**src/rtl/regfile_dump_engine_pkg.sv**
```systemverilog
// Shared definitions for the register file dump engine.
//
// Contents:
//   state_e        FSM state encoding (IDLE, ISSUE, SETTLE, PRESENT, FINISH)
//   DEF_NUM_REGS   default architectural register count
//   DEF_ADDR_W     default register address width
//   DEF_DATA_W     default register data width
//   ERR_CNT_MAX    saturation value of the compare mismatch counter
//   SETTLE_W       width of the settle down-counter
package regdump_pkg;

    localparam int DEF_NUM_REGS = 32;
    localparam int DEF_ADDR_W   = 5;
    localparam int DEF_DATA_W   = 32;
    localparam int ERR_CNT_MAX  = 255;
    localparam int SETTLE_W     = 4;

    typedef enum logic [2:0] {
        IDLE,
        ISSUE,
        SETTLE,
        PRESENT,
        FINISH
    } state_e;

endpackage

```
**src/rtl/regfile_dump_engine_if.sv**
```systemverilog
// Bus bundle between the dump engine, the register file read ports and the
// downstream consumer of the dumped values.
//
// Signals:
//   ctrl_readRegA / ctrl_readRegB   read addresses into the register file
//   data_readRegA / data_readRegB   read data returned by the register file
//   out_valid / out_ready           output stream handshake
//   out_index / out_data            register address and value of the beat
//   exp_data                        expected value for out_index (compare build)
//
// Handshake: a beat transfers on every clock edge where out_valid and
// out_ready are both high. Once out_valid rises it stays high, and
// out_index/out_data stay unchanged, until that transfer edge. out_ready may
// change freely and has no effect while out_valid is low.
//
// Modports: master = dump engine, slave = register file + consumer side.
interface regfile_dump_engine_if
    import regdump_pkg::*;
#(
    parameter int ADDR_W = DEF_ADDR_W,
    parameter int DATA_W = DEF_DATA_W
);

    logic [ADDR_W-1:0] ctrl_readRegA;
    logic [ADDR_W-1:0] ctrl_readRegB;
    logic [DATA_W-1:0] data_readRegA;
    logic [DATA_W-1:0] data_readRegB;
    logic              out_valid;
    logic              out_ready;
    logic [ADDR_W-1:0] out_index;
    logic [DATA_W-1:0] out_data;
    logic [DATA_W-1:0] exp_data;

    modport master (
        output ctrl_readRegA, ctrl_readRegB,
        input  data_readRegA, data_readRegB,
        output out_valid, out_index, out_data,
        input  out_ready, exp_data
    );

    modport slave (
        input  ctrl_readRegA, ctrl_readRegB,
        output data_readRegA, data_readRegB,
        input  out_valid, out_index, out_data,
        output out_ready, exp_data
    );

endinterface

```
**src/rtl/regfile_dump_engine_settle_timer.sv**
```systemverilog
// Loadable 4-bit down-counter used to wait for register file read data to
// settle after a new address is driven.
//
// Ports:
//   clk_i       clock
//   rst_ni      synchronous active-low reset
//   load_i      load load_val_i into the counter this cycle
//   load_val_i  value to load
//   expired_o   high while the count is zero
module regdump_settle_timer
    import regdump_pkg::*;
(
    input  logic                clk_i,
    input  logic                rst_ni,
    input  logic                load_i,
    input  logic [SETTLE_W-1:0] load_val_i,
    output logic                expired_o
);

    logic [SETTLE_W-1:0] count_q, count_d;

    // Counts down to zero and parks there until reloaded.
    always_comb begin
        count_d = count_q;
        if (load_i) begin
            count_d = load_val_i;
        end else if (count_q != '0) begin
            count_d = count_q - SETTLE_W'(1);
        end
    end

    always_ff @(posedge clk_i) begin
        if (!rst_ni) begin
            count_q <= '0;
        end else begin
            count_q <= count_d;
        end
    end

    assign expired_o = (count_q == '0);

endmodule

```
**src/rtl/regfile_dump_engine.sv**
```systemverilog
// Register file dump engine: walks a range of registers through read port B,
// presents each value as a valid/ready beat, and watches read port A (held at
// address 0) to flag a nonzero r0.
//
// Optional feature: define REGDUMP_COMPARE_EN to count beats whose out_data
// differs from exp_data (sampled on the accepting cycle) in err_count,
// saturating at 255. Without it err_count is tied to 0 and exp_data is ignored.
//
// Ports:
//   clock       system clock
//   ctrl_reset  synchronous active-low reset
//   start       dump request, honoured only in IDLE
//   start_reg   first register to dump (captured on accepted start)
//   num_regs    number of registers to dump, 0..NUM_REGS (larger saturates)
//   bus         register file read ports + output stream (master side)
//   busy        high in every state except IDLE
//   done        one-cycle pulse the cycle after FINISH
//   zero_err    sticky: r0 read nonzero during the dump
//   err_count   saturating mismatch count (compare build only)
//   dbg_state   current FSM state
module regfile_dump_engine
    import regdump_pkg::*;
#(
    parameter int NUM_REGS      = DEF_NUM_REGS,
    parameter int ADDR_W        = DEF_ADDR_W,
    parameter int DATA_W        = DEF_DATA_W,
    parameter int SETTLE_CYCLES = 2
) (
    input  logic                  clock,
    input  logic                  ctrl_reset,
    input  logic                  start,
    input  logic [ADDR_W-1:0]     start_reg,
    input  logic [ADDR_W:0]       num_regs,
    regfile_dump_engine_if.master bus,
    output logic                  busy,
    output logic                  done,
    output logic                  zero_err,
    output logic [7:0]            err_count,
    output state_e                dbg_state
);

    localparam logic [ADDR_W:0]     REGS_CNT    = (ADDR_W+1)'(NUM_REGS);
    localparam logic [ADDR_W-1:0]   LAST_REG    = ADDR_W'(NUM_REGS - 1);
    localparam logic [SETTLE_W-1:0] SETTLE_LOAD = SETTLE_W'(SETTLE_CYCLES - 1);

    state_e              state_q, state_d;
    logic [ADDR_W-1:0]   cur_q, cur_d;
    logic [ADDR_W:0]     rem_q, rem_d;
    logic                out_valid_q, out_valid_d;
    logic [ADDR_W-1:0]   out_index_q, out_index_d;
    logic [DATA_W-1:0]   out_data_q, out_data_d;
    logic                done_q, done_d;
    logic                zero_err_q, zero_err_d;
    logic                timer_load;
    logic                timer_expired;
    logic [ADDR_W:0]     req_cnt;
    logic                start_ok;
    logic                beat_accept;

    // Requests larger than the register file are clipped to one full pass.
    assign req_cnt     = (num_regs > REGS_CNT) ? REGS_CNT : num_regs;
    assign start_ok    = (state_q == IDLE) && start;
    assign beat_accept = (state_q == PRESENT) && bus.out_ready;

    regdump_settle_timer u_settle_timer (
        .clk_i      (clock),
        .rst_ni     (ctrl_reset),
        .load_i     (timer_load),
        .load_val_i (SETTLE_LOAD),
        .expired_o  (timer_expired)
    );

    always_comb begin
        state_d     = state_q;
        cur_d       = cur_q;
        rem_d       = rem_q;
        out_valid_d = out_valid_q;
        out_index_d = out_index_q;
        out_data_d  = out_data_q;
        zero_err_d  = zero_err_q;
        timer_load  = 1'b0;
        done_d      = (state_q == FINISH);

        unique case (state_q)
            IDLE: begin
                if (start_ok) begin
                    cur_d      = start_reg;
                    rem_d      = req_cnt;
                    zero_err_d = 1'b0;
                    state_d    = (req_cnt == '0) ? FINISH : ISSUE;
                end
            end
            ISSUE: begin
                timer_load = 1'b1;
                state_d    = SETTLE;
            end
            SETTLE: begin
                if (timer_expired) begin
                    out_data_d  = bus.data_readRegB;
                    out_index_d = cur_q;
                    out_valid_d = 1'b1;
                    state_d     = PRESENT;
                    if (bus.data_readRegA != '0) begin
                        zero_err_d = 1'b1;
                    end
                end
            end
            PRESENT: begin
                if (beat_accept) begin
                    out_valid_d = 1'b0;
                    cur_d       = (cur_q == LAST_REG) ? '0 : cur_q + ADDR_W'(1);
                    rem_d       = rem_q - (ADDR_W+1)'(1);
                    state_d     = (rem_q == (ADDR_W+1)'(1)) ? FINISH : ISSUE;
                end
            end
            FINISH: begin
                state_d = IDLE;
            end
            default: begin
                state_d = IDLE;
            end
        endcase
    end

    always_ff @(posedge clock) begin
        if (!ctrl_reset) begin
            state_q     <= IDLE;
            cur_q       <= '0;
            rem_q       <= '0;
            out_valid_q <= 1'b0;
            out_index_q <= '0;
            out_data_q  <= '0;
            done_q      <= 1'b0;
            zero_err_q  <= 1'b0;
        end else begin
            state_q     <= state_d;
            cur_q       <= cur_d;
            rem_q       <= rem_d;
            out_valid_q <= out_valid_d;
            out_index_q <= out_index_d;
            out_data_q  <= out_data_d;
            done_q      <= done_d;
            zero_err_q  <= zero_err_d;
        end
    end

`ifdef REGDUMP_COMPARE_EN
    logic [7:0] err_cnt_q, err_cnt_d;

    always_comb begin
        err_cnt_d = err_cnt_q;
        if (start_ok) begin
            err_cnt_d = '0;
        end else if (beat_accept && (bus.exp_data != out_data_q) &&
                     (err_cnt_q != 8'(ERR_CNT_MAX))) begin
            err_cnt_d = err_cnt_q + 8'd1;
        end
    end

    always_ff @(posedge clock) begin
        if (!ctrl_reset) begin
            err_cnt_q <= '0;
        end else begin
            err_cnt_q <= err_cnt_d;
        end
    end

    assign err_count = err_cnt_q;
`else
    logic unused_exp_data;
    assign unused_exp_data = ^bus.exp_data;
    assign err_count       = '0;
`endif

    assign bus.ctrl_readRegA = '0;
    assign bus.ctrl_readRegB = cur_q;
    assign bus.out_valid     = out_valid_q;
    assign bus.out_index     = out_index_q;
    assign bus.out_data      = out_data_q;
    assign busy              = (state_q != IDLE);
    assign done              = done_q;
    assign zero_err          = zero_err_q;
    assign dbg_state         = state_q;

endmodule

```
**src/flat_wrapper.sv**
```systemverilog
// flat-port wrapper written by rule: the top's interface ports become plain ports
module regfile_dump_engine_flat import regdump_pkg::*;
#(
    parameter int NUM_REGS      = DEF_NUM_REGS,
    parameter int ADDR_W        = DEF_ADDR_W,
    parameter int DATA_W        = DEF_DATA_W,
    parameter int SETTLE_CYCLES = 2
)
  (clock, ctrl_reset, start, start_reg, num_regs, busy, done, zero_err, err_count, dbg_state, bus_ctrl_readRegA, bus_ctrl_readRegB, bus_data_readRegA, bus_data_readRegB, bus_out_valid, bus_out_index, bus_out_data, bus_out_ready, bus_exp_data);
  regfile_dump_engine_if #(.ADDR_W(ADDR_W), .DATA_W(DATA_W)) bus_i ();
  input  logic clock;
  input  logic ctrl_reset;
  input  logic start;
  input  logic [ADDR_W-1:0] start_reg;
  input  logic [ADDR_W:0] num_regs;
  output logic busy;
  output logic done;
  output logic zero_err;
  output logic [7:0] err_count;
  output state_e dbg_state;
  output wire logic [$bits(bus_i.ctrl_readRegA)-1:0] bus_ctrl_readRegA;
  output wire logic [$bits(bus_i.ctrl_readRegB)-1:0] bus_ctrl_readRegB;
  input wire logic [$bits(bus_i.data_readRegA)-1:0] bus_data_readRegA;
  input wire logic [$bits(bus_i.data_readRegB)-1:0] bus_data_readRegB;
  output wire logic [$bits(bus_i.out_valid)-1:0] bus_out_valid;
  output wire logic [$bits(bus_i.out_index)-1:0] bus_out_index;
  output wire logic [$bits(bus_i.out_data)-1:0] bus_out_data;
  input wire logic [$bits(bus_i.out_ready)-1:0] bus_out_ready;
  input wire logic [$bits(bus_i.exp_data)-1:0] bus_exp_data;
  assign bus_ctrl_readRegA = bus_i.ctrl_readRegA;
  assign bus_ctrl_readRegB = bus_i.ctrl_readRegB;
  assign bus_i.data_readRegA = bus_data_readRegA;
  assign bus_i.data_readRegB = bus_data_readRegB;
  assign bus_out_valid = bus_i.out_valid;
  assign bus_out_index = bus_i.out_index;
  assign bus_out_data = bus_i.out_data;
  assign bus_i.out_ready = bus_out_ready;
  assign bus_i.exp_data = bus_exp_data;
  regfile_dump_engine #(.NUM_REGS(NUM_REGS), .ADDR_W(ADDR_W), .DATA_W(DATA_W), .SETTLE_CYCLES(SETTLE_CYCLES)) u_core (.clock(clock), .ctrl_reset(ctrl_reset), .start(start), .start_reg(start_reg), .num_regs(num_regs), .bus(bus_i), .busy(busy), .done(done), .zero_err(zero_err), .err_count(err_count), .dbg_state(dbg_state));
endmodule
```
**config.mk**
```make
export PLATFORM = sky130hd
export DESIGN_NAME = regfile_dump_engine_flat
export DESIGN_NICKNAME = d
export VERILOG_FILES = /design/src/rtl/regfile_dump_engine_pkg.sv /design/src/rtl/regfile_dump_engine_if.sv /design/src/rtl/regfile_dump_engine_settle_timer.sv /design/src/rtl/regfile_dump_engine.sv /design/src/flat_wrapper.sv
export SDC_FILE = /design/constraint.sdc
export NUM_CORES = 1
export LEC_CHECK = 0
export ABC_AREA = 1
export CAP_MARGIN = 20
export CORE_MARGIN = 1
export CORE_UTILIZATION = 33
export DETAILED_ROUTE_END_ITERATION = 16
export PLACE_DENSITY = 0.77
export RECOVER_POWER = 100
export SLEW_MARGIN = 20
export SYNTH_ARGS = -nofsm -noshare
export SYNTH_HDL_FRONTEND = slang
export SYNTH_SLANG_ARGS = --single-unit
```
**constraint.sdc**
```tcl
create_clock -name clock -period 1.4 [get_ports clock]
set_input_delay 0.28 -clock clock [delete_from_list [all_inputs] [get_ports clock]]
set_output_delay 0.28 -clock clock [all_outputs]
set_load 0.005 [all_outputs]
```
# Yosys cells after proc, flatten, opt, wreduce, memory -nomap -nowiden

Index checks and enable logic that the tools add are counted.

Bits of input ports: 111
Register bits after elaboration: 58
Output and inout bits: 62
Word-level logic and storage cells: 67

Order comparisons: 1
$add $sub $neg: 3
Bitwise logic cells: 1
Muxes and demuxes: 24
Equality and inequality tests: 10
Reduce and logical (&&, ||, !) cells: 18

Operators with widths:

| kind                  | count |
|---|---|
| $reduce_bool A32 Y1   | 1 |
| $mux W6               | 3 |
| $mux W3               | 5 |
| $mux W5               | 3 |
| $pmux W3 S4           | 1 |
| $pmux W6 S2           | 1 |
| $pmux W5 S2           | 1 |
| $reduce_and A3 Y1     | 3 |
| $mux W1               | 8 |
| $ne A2 B1 Y1 const B  | 4 |
| $reduce_bool A2 Y1    | 4 |
| $eq A3 B2 Y1 const B  | 2 |
| $eq A6 B1 Y1 const B  | 1 |
| $gt A6 B6 Y1 const B  | 1 |
| $logic_not A6 Y1      | 1 |
| $sub A6 B1 Y6 const B | 1 |
| $add A5 B1 Y5 const B | 1 |
| $eq A5 B5 Y1 const B  | 1 |
| $logic_not A4 Y1      | 1 |
| $pmux W1 S2           | 2 |
| $reduce_and A4 Y1     | 1 |
| $reduce_bool A4 Y1    | 1 |
| $sub A4 B1 Y4 const B | 1 |
| $eq A3 B1 Y1 const B  | 1 |
| 7 further kinds       | 8 |

# Logic depth before layout (Yosys ltp)

Gate-level depths: netlist of the first run.

Depth after elaboration: 6
Depth in mapped cells: 9
Depth with buffers taken out: 9

# Cells and area by module

From an unflattened synthesis of the first run, not the netlist that was laid out.

Cell total of the unflattened synthesis: 388
Area, all modules: 2777.7 um^2

By module, submodules not included:

| module               | sequential area each (um^2) | cells an instance | area an instance (um^2) | times used |
|---|---|---|---|---|
| regfile_dump_engine  | 1081.0                      | 348               | 2529.9                  | 1 |
| regdump_settle_timer | 80.1                        | 40                | 247.7                   | 1 |

# Worst setup path before layout of the first run

No wires, ideal clock.

Path kind: register to register
From: reg u_core.u_settle_timer.count_q[0]
To: reg u_core.out_valid_q (netlist: u_core.bus.out_valid)
Library setup time: 133 ps
Stages on the path, launching flop included: 8
Path buffers: 1
Path slack: -19 ps
Data required time: 1267 ps
Arrival time: 1286 ps
Clock period less this slack: 1419 ps
Path through: dfxtp_1 > inv_1 > ha_1 > nand2_1 > nor2_4 > inv_2 > buf_1 > a21oi_1

Cells in the longest elaborated chain, start to end: 3

RTL lines:

| item                               | line                                   | source |
|---|---|---|
| from (decl)                        | regfile_dump_engine_settle_timer.sv:20 | `logic [SETTLE_W-1:0] count_q, count_d;` |
| from (signal assigned)             | regfile_dump_engine_settle_timer.sv:36 | `count_q <= count_d;` |
| $logic_not A4 Y1                   | regfile_dump_engine_settle_timer.sv:40 | `assign expired_o = (count_q == '0);` |
| $ne A2 B1 Y1 (no source line)      | --                                     |  |
| $reduce_and A3 Y1 (no source line) | --                                     |  |
| to (signal assigned)               | regfile_dump_engine.sv:139             | `out_valid_q <= out_valid_d;` |
| to (decl)                          | regfile_dump_engine.sv:49              | `logic out_valid_q, out_valid_d;` |

No other way between the ends.
A chain may end at the register's enable or synchronous reset.

# Worst setup path after layout of the first run

From: reg u_core.state_q[2] (netlist: u_core.dbg_state[2])
To: reg u_core.out_data_q[21] (netlist: u_core.bus.out_data[21])

Cells in the longest elaborated chain, start to end: 2

RTL lines:

| item                               | line                       | source |
|---|---|---|
| from (decl)                        | regfile_dump_engine.sv:46  | `state_e state_q, state_d;` |
| from (signal assigned)             | regfile_dump_engine.sv:136 | `state_q <= state_d;` |
| $eq A3 B2 Y1                       | regfile_dump_engine.sv:84  | `unique case (state_q)` |
| $reduce_and A2 Y1 (no source line) | --                         |  |
| to (signal assigned)               | regfile_dump_engine.sv:141 | `out_data_q <= out_data_d;` |
| to (decl)                          | regfile_dump_engine.sv:51  | `logic [DATA_W-1:0] out_data_q, out_data_d;` |

No other way between the ends.

==> results of run 1 <==
==> per-stage QoR <==
stage          TNS [ns]  setup slack (ns)  hold WS (ns)
6_report         -3.698           -0.1538        0.4697
3_3_place_gp     -4.750           -0.1817        0.4517
2_1_floorplan   -0.1592         -0.007962        0.4149
3_5_place_dp     -6.616           -0.2055        0.4681
5_1_grt          -6.816           -0.1893        0.4853
4_1_cts          -2.476           -0.1164        0.4686
==> layer usage <==
layer | global-route usage [%] | routed length [um] | vias up
met5 | 0 | 0 | -
met4 | 8.466 | 201 | 0
met3 | 6.868 | 556 | 18
met2 | 39.54 | 4642 | 99
met1 | 23.16 | 3663 | 1417
li1 | - | - | 1518
==> worst register-to-register path, cell delays in order, from the launching register on <==
cell and delay, ns:
sky130_fd_sc_hd__dfxtp_4 0.35, sky130_fd_sc_hd__buf_6 0.12, sky130_fd_sc_hd__nor3_4 0.20, sky130_fd_sc_hd__inv_2 0.08, sky130_fd_sc_hd__nor2_4 0.14, sky130_fd_sc_hd__buf_12 0.13
sky130_fd_sc_hd__buf_12 0.15, sky130_fd_sc_hd__buf_12 0.14, sky130_fd_sc_hd__o21ai_1 0.07, sky130_fd_sc_hd__nor2_1 0.11
==> power by group through the flow <==
stage                     logic [mW]  registers (mW)  clock network [mW]
final                           4.11            2.44                1.56
after global routing            4.49            2.49                1.66
after CTS                       3.60            2.41                1.57
after detailed placement        3.10            2.47                   0
after global placement          3.00            2.45                   0
after floorplan                 1.60            2.48                   0
==> layout make-up <==
class                      count  area, sq um
timing repair buffer         178         1767
clock inverter                 4        52.55
timing repair inverter         1        16.27
fill                         655         2835
tap                          102        127.6
multi-input combinational    270         1488
inverter                      23        127.6
clock buffer                  11        141.4
sequential                    58         1172
==> placed cells by master (no fill, tap or decap), types with 8 or more instances in the layout <==
| cell | count |
|---|---|
| sky130_fd_sc_hd__dfxtp_1 | 53 |
| sky130_fd_sc_hd__nor2_2 | 23 |
| sky130_fd_sc_hd__nand2_1 | 29 |
| sky130_fd_sc_hd__conb_1 | 13 |
| sky130_fd_sc_hd__inv_1 | 11 |
| sky130_fd_sc_hd__a21oi_2 | 8 |
| sky130_fd_sc_hd__buf_6 | 9 |
| sky130_fd_sc_hd__o21ai_1 | 42 |
| sky130_fd_sc_hd__nor2_1 | 79 |
| sky130_fd_sc_hd__a21oi_1 | 13 |
| sky130_fd_sc_hd__buf_4 | 33 |
| sky130_fd_sc_hd__clkbuf_8 | 10 |
| sky130_fd_sc_hd__dlygate4sd2_1 | 47 |
| sky130_fd_sc_hd__clkdlybuf4s50_1 | 79 |
==> final timing paths <==
path                                    start                                   end  slack [ns]  cells past startpoint
max          u_core.dbg_state[2]$_SDFFE_PN0P_  u_core.bus.out_data[21]$_SDFFE_PN0P_       -0.15                      9
min              u_core.zero_err$_SDFFE_PN0P_          u_core.zero_err$_SDFFE_PN0P_        0.47                      2
max reg2reg  u_core.dbg_state[2]$_SDFFE_PN0P_  u_core.bus.out_data[21]$_SDFFE_PN0P_       -0.15                      9
min reg2reg      u_core.zero_err$_SDFFE_PN0P_          u_core.zero_err$_SDFFE_PN0P_        0.47                      2
==> state kept, by name, indices dropped and copies added (netlist names) <==
| register | count |
|---|---|
| u_core.u_settle_timer.count_q | 4 |
| u_core.rem_q | 6 |
| u_core.bus.out_data | 32 |
| u_core.zero_err | 1 |
| u_core.bus.ctrl_readRegB | 5 |
| u_core.dbg_state | 3 |
| u_core.bus.out_valid | 1 |
| u_core.bus.out_index | 5 |
| u_core.done | 1 |
==> kinds of logic (layout without fill, tap and decap cells) <==
kind of cell | after synthesis | after routing | share of synthesized area (%)
AOI/OAI and AO/OA | 83 | 83 | 16.08
xor gates and xnor gates | 5 | 5 | 1.656
adders and majority gates | 6 | 6 | 2.838
buffers and inverters | 50 | 217 | 9.839
DFF | 58 | 58 | 43.90
other | 1 | 13 | 0.1418
and+or+nand+nor | 163 | 163 | 25.54
==> what timing repair did <==
action / CTS / global route
pin swaps: 10 / 23
buffers inserted: 14 / 8
setup endpoints to repair: 92 / 55
cloned: 5 / 0
gates resized for setup: 110 / 57
==> results.py, run 1 <==
metrics = {
    "routing": {
        "detail_route.wl_per_cell_um": 14.01,
        "drcViolationCount": 0,
        "final_antenna_net_count": 0,
        "drt_pre_antenna_iters": 4,
        "drtIter0Drc": 76,
        "num_vias": 3052,
        "routed_wl_um": 9064,
        "viasPerCell": 4.717,
    },
    "timing": {
        "fmax_ghz": 0.6436,
        "number_of_pins_with_negative_max_slew_slack_in_the_final_report": 0,
        "finalCriticalPeriod_ns": 1.554,
        "final-hold-violation-count": 0,
        "timing.final.setup_violations": 49,
        "clock-skew-final_ns": 0.01245,
        "unrepaired_setup_endpoints_after_global_routing": "true",
        "period_share_pct": 111.0,
        "finalWorstSetupSlack_ns": -0.1538,
    },
    "worst_setup_path": {
        "critical-path-slowest-cell": "sky130_fd_sc_hd__dfxtp_4",
        "timing.critical_path.fanout_max": 5,
        "cp.buffers_inverters": 5,
        "critical-path-top-cell-by-count": "sky130_fd_sc_hd__buf_12",
        "critical_path_arrival_ns": 1.82,
        "worst-setup-path-type": "reg -> reg",
        "critPathTopFamily": "buffers and inverters",
        "path_cells": "buf_6, nor3_4, inv_2, nor2_4, buf_12, buf_12, buf_12, o21ai_1, nor2_1",
        "slowest_delay_ns": 0.35,
        "worst_setup_path_start_kind": "flop",
        "worstSetupEndpointType": "flop",
        "endpoint_required_time_on_the_critical_path_ns": 1.66,
    },
    "placed_design": {
        "post-place-cells": 605,
        "place_area_sq_mm": 0.004109,
        "global_placement_routability_congestion": 0.8358,
        "detailedPlacementHpwl_um": 5434,
        "place.port_buffers": 127,
    },
    "cells_and_area": {
        "final_antenna_diode_count": 0,
        "layout.cell_area.non_filler_sq_mm": 0.004892,
        "area.growth.synth_to_final_pct": 84.96,
        "utilization_pct": 63.31,
        "fin_cells": 647,
        "finalNetCount": 658,
        "drive_above_1_share_pct": 26.06,
    },
    "clock_tree": {
        "clk_transition_reported_paths_ns": 0.07,
        "clk_latency_ns": 0.34,
        "cts-root-to-sink-buffers": 2,
        "cts-root-buf": "sky130_fd_sc_hd__clkbuf_8",
        "tritoncts.num_buffers": 9,
        "sinks_on_the_clock_net": 58,
        "h-tree-depth": 3,
        "hold_buffer_count_at_cts": 0,
        "tritoncts": "built",
    },
    "yosys": {
        "synth.most_common_cell": "sky130_fd_sc_hd__nor2_1",
        "post_synth_instance_area_sq_mm": 0.002645,
        "netlist.top_cell.by_area": "sky130_fd_sc_hd__dfxtp_1",
        "leading_cell_types_by_total_area_after_synthesis": "sky130_fd_sc_hd__dfxtp_1 44%, sky130_fd_sc_hd__nor2_1 15%, sky130_fd_sc_hd__o21ai_1 8.1%",
        "postSynthCellCount": 366,
        "synth-edff-count": 0,
        "async_reset_ff_share_pct": 0,
        "list_of_most_frequent_post_synthesis_cells": "106 x sky130_fd_sc_hd__nor2_1, 58 x sky130_fd_sc_hd__dfxtp_1, 43 x sky130_fd_sc_hd__o21ai_1",
        "count_of_state_elements_after_synthesis": 58,
        "yosys_warnings": 0,
        "synth-seq-area-share_pct": 43.90,
        "synth_top_area_share_pct": 43.90,
        "yosys.cell_types.count": 31,
        "synth_top_flop_cell": "sky130_fd_sc_hd__dfxtp_1",
        "mean_instance_size_in_the_synthesized_netlist_sq_um": 7.227,
    },
    "power_and_ir_drop": {
        "p_per_area_mw_per_mm2": 1656,
        "sequential_power_share_pct": 30.1,
        "post-layout-total-power_mw": 8.100,
        "max_vdd_drop_v": 0.0007541,
        "net_sw_power_mw": 3.077,
        "cellInternalPower_mw": 5.023,
        "clkPwrFrac_pct": 19.2,
        "switching_share_pct": 37.99,
        "p_leak_nw": 2.241,
        "power.combinational.fraction_pct": 50.7,
    },
    "grt": {
        "number_of_antenna_violations_at_the_first_check_in_global_routing": 0,
        "grt_first_pass_wirelength_um": 14230,
        "grt_util_all_layers_pct": 21.74,
        "grt_start_max_net_pins": 23,
        "globalRouteOverflowTotal": 0,
        "via_count_of_the_first_global_routing_pass": 3113,
    },
    "die": {
        "fp-row-count": 32,
        "die_x_um": 91.53,
        "ios": 173,
        "die_height_um": 91.53,
        "coreArea_sq_mm": 0.007727,
        "initial_utilization_pct": 34.23,
        "die_ar_sq_mm": 0.008378,
    },
    "run": {
        "drv_cap": 0,
    },
    "status": {
        "failing_checks": "setup timing",
        "run_status": "finished with violations",
    },
    "worst_hold_path": {
        "hold_class": "reg -> reg",
    },
}
Note: power is estimated with default switching activity, not from simulation.
==> run 2, diff against run 1 <==
--- a/config.mk
+++ b/config.mk
@@ -7,10 +7,13 @@
 export LEC_CHECK = 0
 export ABC_AREA = 1
 export CAP_MARGIN = 20
+export CELL_PAD_IN_SITES_DETAIL_PLACEMENT = 1
+export CELL_PAD_IN_SITES_GLOBAL_PLACEMENT = 1
 export CORE_MARGIN = 1
-export CORE_UTILIZATION = 33
+export CORE_UTILIZATION = 21
 export DETAILED_ROUTE_END_ITERATION = 16
-export PLACE_DENSITY = 0.77
+export MAX_ROUTING_LAYER = met4
+export PLACE_DENSITY_LB_ADDON = 0.1
 export RECOVER_POWER = 100
 export SLEW_MARGIN = 20
 export SYNTH_ARGS = -nofsm -noshare
==> run 2 against run 1 <==
The flow still finishes with violations (setup timing). Core utilization down 23 points. Critical path type unchanged. First-iteration DRC count decreased by 32%. Via count fell by 0.85%. Clock skew is 0.0044 ns lower. Die area up 56%. Critical path depth decreased by 1. Worst hold slack worse by 0.0042 ns. Highest routed layer unchanged. Sequential power about the same.
==> results.py, run 2 (synthesis gave the netlist of run 1 again) <==
metrics = {
    "die": {
        "coreArea_sq_mm": 0.01216,
        "die_ar_sq_mm": 0.01305,
        "die_x_um": 114.2,
        "initial_utilization_pct": 21.75,
        "die_height_um": 114.2,
        "ios": 173,
        "fp-row-count": 40,
    },
    "cells_and_area": {
        "multi_input_area_sq_mm": 0.001434,
        "layout.cell_area.non_filler_sq_mm": 0.004960,
        "finalNetCount": 659,
        "commonest_non_fill_non_tap_cells_in_the_layout": "87 x sky130_fd_sc_hd__nor2_1, 78 x sky130_fd_sc_hd__clkdlybuf4s50_1, 53 x sky130_fd_sc_hd__dfxtp_1",
        "combined_flip_flop_and_latch_cell_area_sq_mm": 0.001172,
        "layout.filler_cells": 1457,
        "mostFrequentLayoutCell": "sky130_fd_sc_hd__nor2_1",
        "largest_reg_flops": 32,
        "area.growth.synth_to_final_pct": 87.51,
        "final_antenna_diode_count": 0,
        "fin_cells": 715,
        "drive_above_1_share_pct": 22.85,
    },
    "routing": {
        "drtIter0Drc": 52,
        "viasPerCell": 4.232,
        "num_vias": 3026,
        "drcViolationCount": 0,
        "final_antenna_net_count": 0,
        "detail_route.wl_per_cell_um": 13.51,
        "routed_wl_um": 9661,
        "drt_pre_antenna_iters": 4,
    },
    "timing": {
        "timing.final.setup_violations": 24,
        "unrepaired_setup_endpoints_after_global_routing": "true",
        "number_of_pins_with_negative_max_slew_slack_in_the_final_report": 0,
        "clock-skew-final_ns": 0.008007,
        "hold-worst-slack_ns": 0.4655,
        "period_share_pct": 102.0,
        "finalWorstSetupSlack_ns": -0.02849,
        "fmax_ghz": 0.7000,
        "finalCriticalPeriod_ns": 1.428,
        "final-hold-violation-count": 0,
    },
    "grt": {
        "grt_util_all_layers_pct": 15.75,
        "number_of_antenna_violations_at_the_first_check_in_global_routing": 0,
        "globalRouteOverflowTotal": 0,
        "via_count_of_the_first_global_routing_pass": 3101,
        "grt_first_pass_wirelength_um": 15270,
        "grt_start_max_net_pins": 22,
    },
    "placed_design": {
        "place.port_buffers": 127,
        "global_placement_routability_congestion": 0.7277,
        "post-place-cells": 689,
        "detailedPlacementHpwl_um": 7011,
        "place_area_sq_mm": 0.004402,
        "detailedPlace.worstSlack_ns": -0.2140,
    },
    "worst_setup_path": {
        "critical-path-slowest-cell": "sky130_fd_sc_hd__dfxtp_2",
        "ff2ff_setup_slack_ns": -0.03,
        "worst-setup-path-type": "reg -> reg",
        "slowest_delay_ns": 0.33,
        "path_cells": "buf_4, nor3_4, inv_2, nor2_4, inv_4, buf_12, nor2_2, nor2_1",
        "timing.critical_path.fanout_max": 21,
        "critical_path_arrival_ns": 1.65,
        "critPathTopFamily": "simple AND/OR/NAND/NOR gates",
        "cp.buffers_inverters": 4,
        "endpoint_required_time_on_the_critical_path_ns": 1.62,
        "worst_setup_path_start_kind": "flop",
        "worstSetupEndpointType": "flop",
    },
    "power_and_ir_drop": {
        "p_per_area_mw_per_mm2": 1728,
        "p_leak_nw": 2.277,
        "max_vdd_drop_v": 0.0006149,
    },
    "clock_tree": {
        "cts-root-buf": "sky130_fd_sc_hd__clkbuf_16",
        "h-tree-depth": 3,
        "sinks_on_the_clock_net": 58,
        "tritoncts": "built",
        "clk_latency_ns": 0.33,
        "hold_buffer_count_at_cts": 0,
        "clk_transition_reported_paths_ns": 0.05,
        "cts-root-to-sink-buffers": 2,
        "tritoncts.num_buffers": 9,
    },
    "status": {
        "failing_checks": "setup timing",
        "run_status": "finished with violations",
    },
    "worst_hold_path": {
        "hold_class": "reg -> reg",
    },
    "run": {
        "drv_cap": 0,
    },
}
==> run 2: layer usage <==
| layer | vias to the layer above | routed length [um] | part of all wire (%) | global-route usage (%) |
|---|---|---|---|---|
| li1 | 1513 | - | - | - |
| met1 | 1421 | 4130 | 43 | 17.42 |
| met2 | 83 | 4938 | 51 | 27.15 |
| met5 | - | 0 | 0 | - |
| met4 | 0 | 97 | 1.0 | 5.022 |
| met3 | 9 | 494 | 5.1 | 4.659 |
==> run 2: area by class of cell <==
cell class	count	share of cell area [%]
Clock buffer	12	5.172
Timing Repair Buffer	180	35.09
Clock inverter	4	1.009
Inverter	23	1.942
Tap cell	168	4.238
Multi-Input combinational cell	270	28.91
Sequential cell	58	23.64
==> run 2: worst paths after layout <==
check / from / to / depth (start not counted)
max: u_core.dbg_state[2]$_SDFFE_PN0P_ / u_core.bus.out_data[8]$_SDFFE_PN0P_ / 8
min reg2reg: u_core.zero_err$_SDFFE_PN0P_ / u_core.zero_err$_SDFFE_PN0P_ / 2
min: u_core.zero_err$_SDFFE_PN0P_ / u_core.zero_err$_SDFFE_PN0P_ / 2
max reg2reg: u_core.dbg_state[2]$_SDFFE_PN0P_ / u_core.bus.out_data[8]$_SDFFE_PN0P_ / 8
==> run 2: what timing repair did <==
action,CTS,global route
cloned,2,0
setup endpoints to repair,92,56
resized for setup,95,36
pin swaps,2,14
buffers inserted,5,4
endpoints found under the hold margin,0,0
==> run 2: where the power goes <==
part | switching (mW) | total, mW | internal, mW | leakage [nW]
logic | 1.92 | 3.85 | 1.93 | 1.66
registers | 0.325 | 2.46 | 2.13 | 0.475
clock network | 0.793 | 2.26 | 1.47 | 0.145
==> run 2: worst reg2reg max path: cells and delay by family (launching register included) <==
family                 cells  cell delay [ns]
AND/OR/NAND/NOR            4             0.52
buffers and inverters      4             0.48
flip-flops                 1             0.33
==> run 2: metrics by stage <==
step | utilization, % | power [mW] | setup TNS, ns
after floorplan | - | 4.082 | -0.1592
after global placement | 36.19 | 5.977 | -2.488
after detailed placement | 36.19 | 6.088 | -3.423
after CTS | 39.95 | 8.507 | -1.566
after global routing | 40.78 | 9.197 | -3.963
final | 40.78 | 8.572 | -0.3345
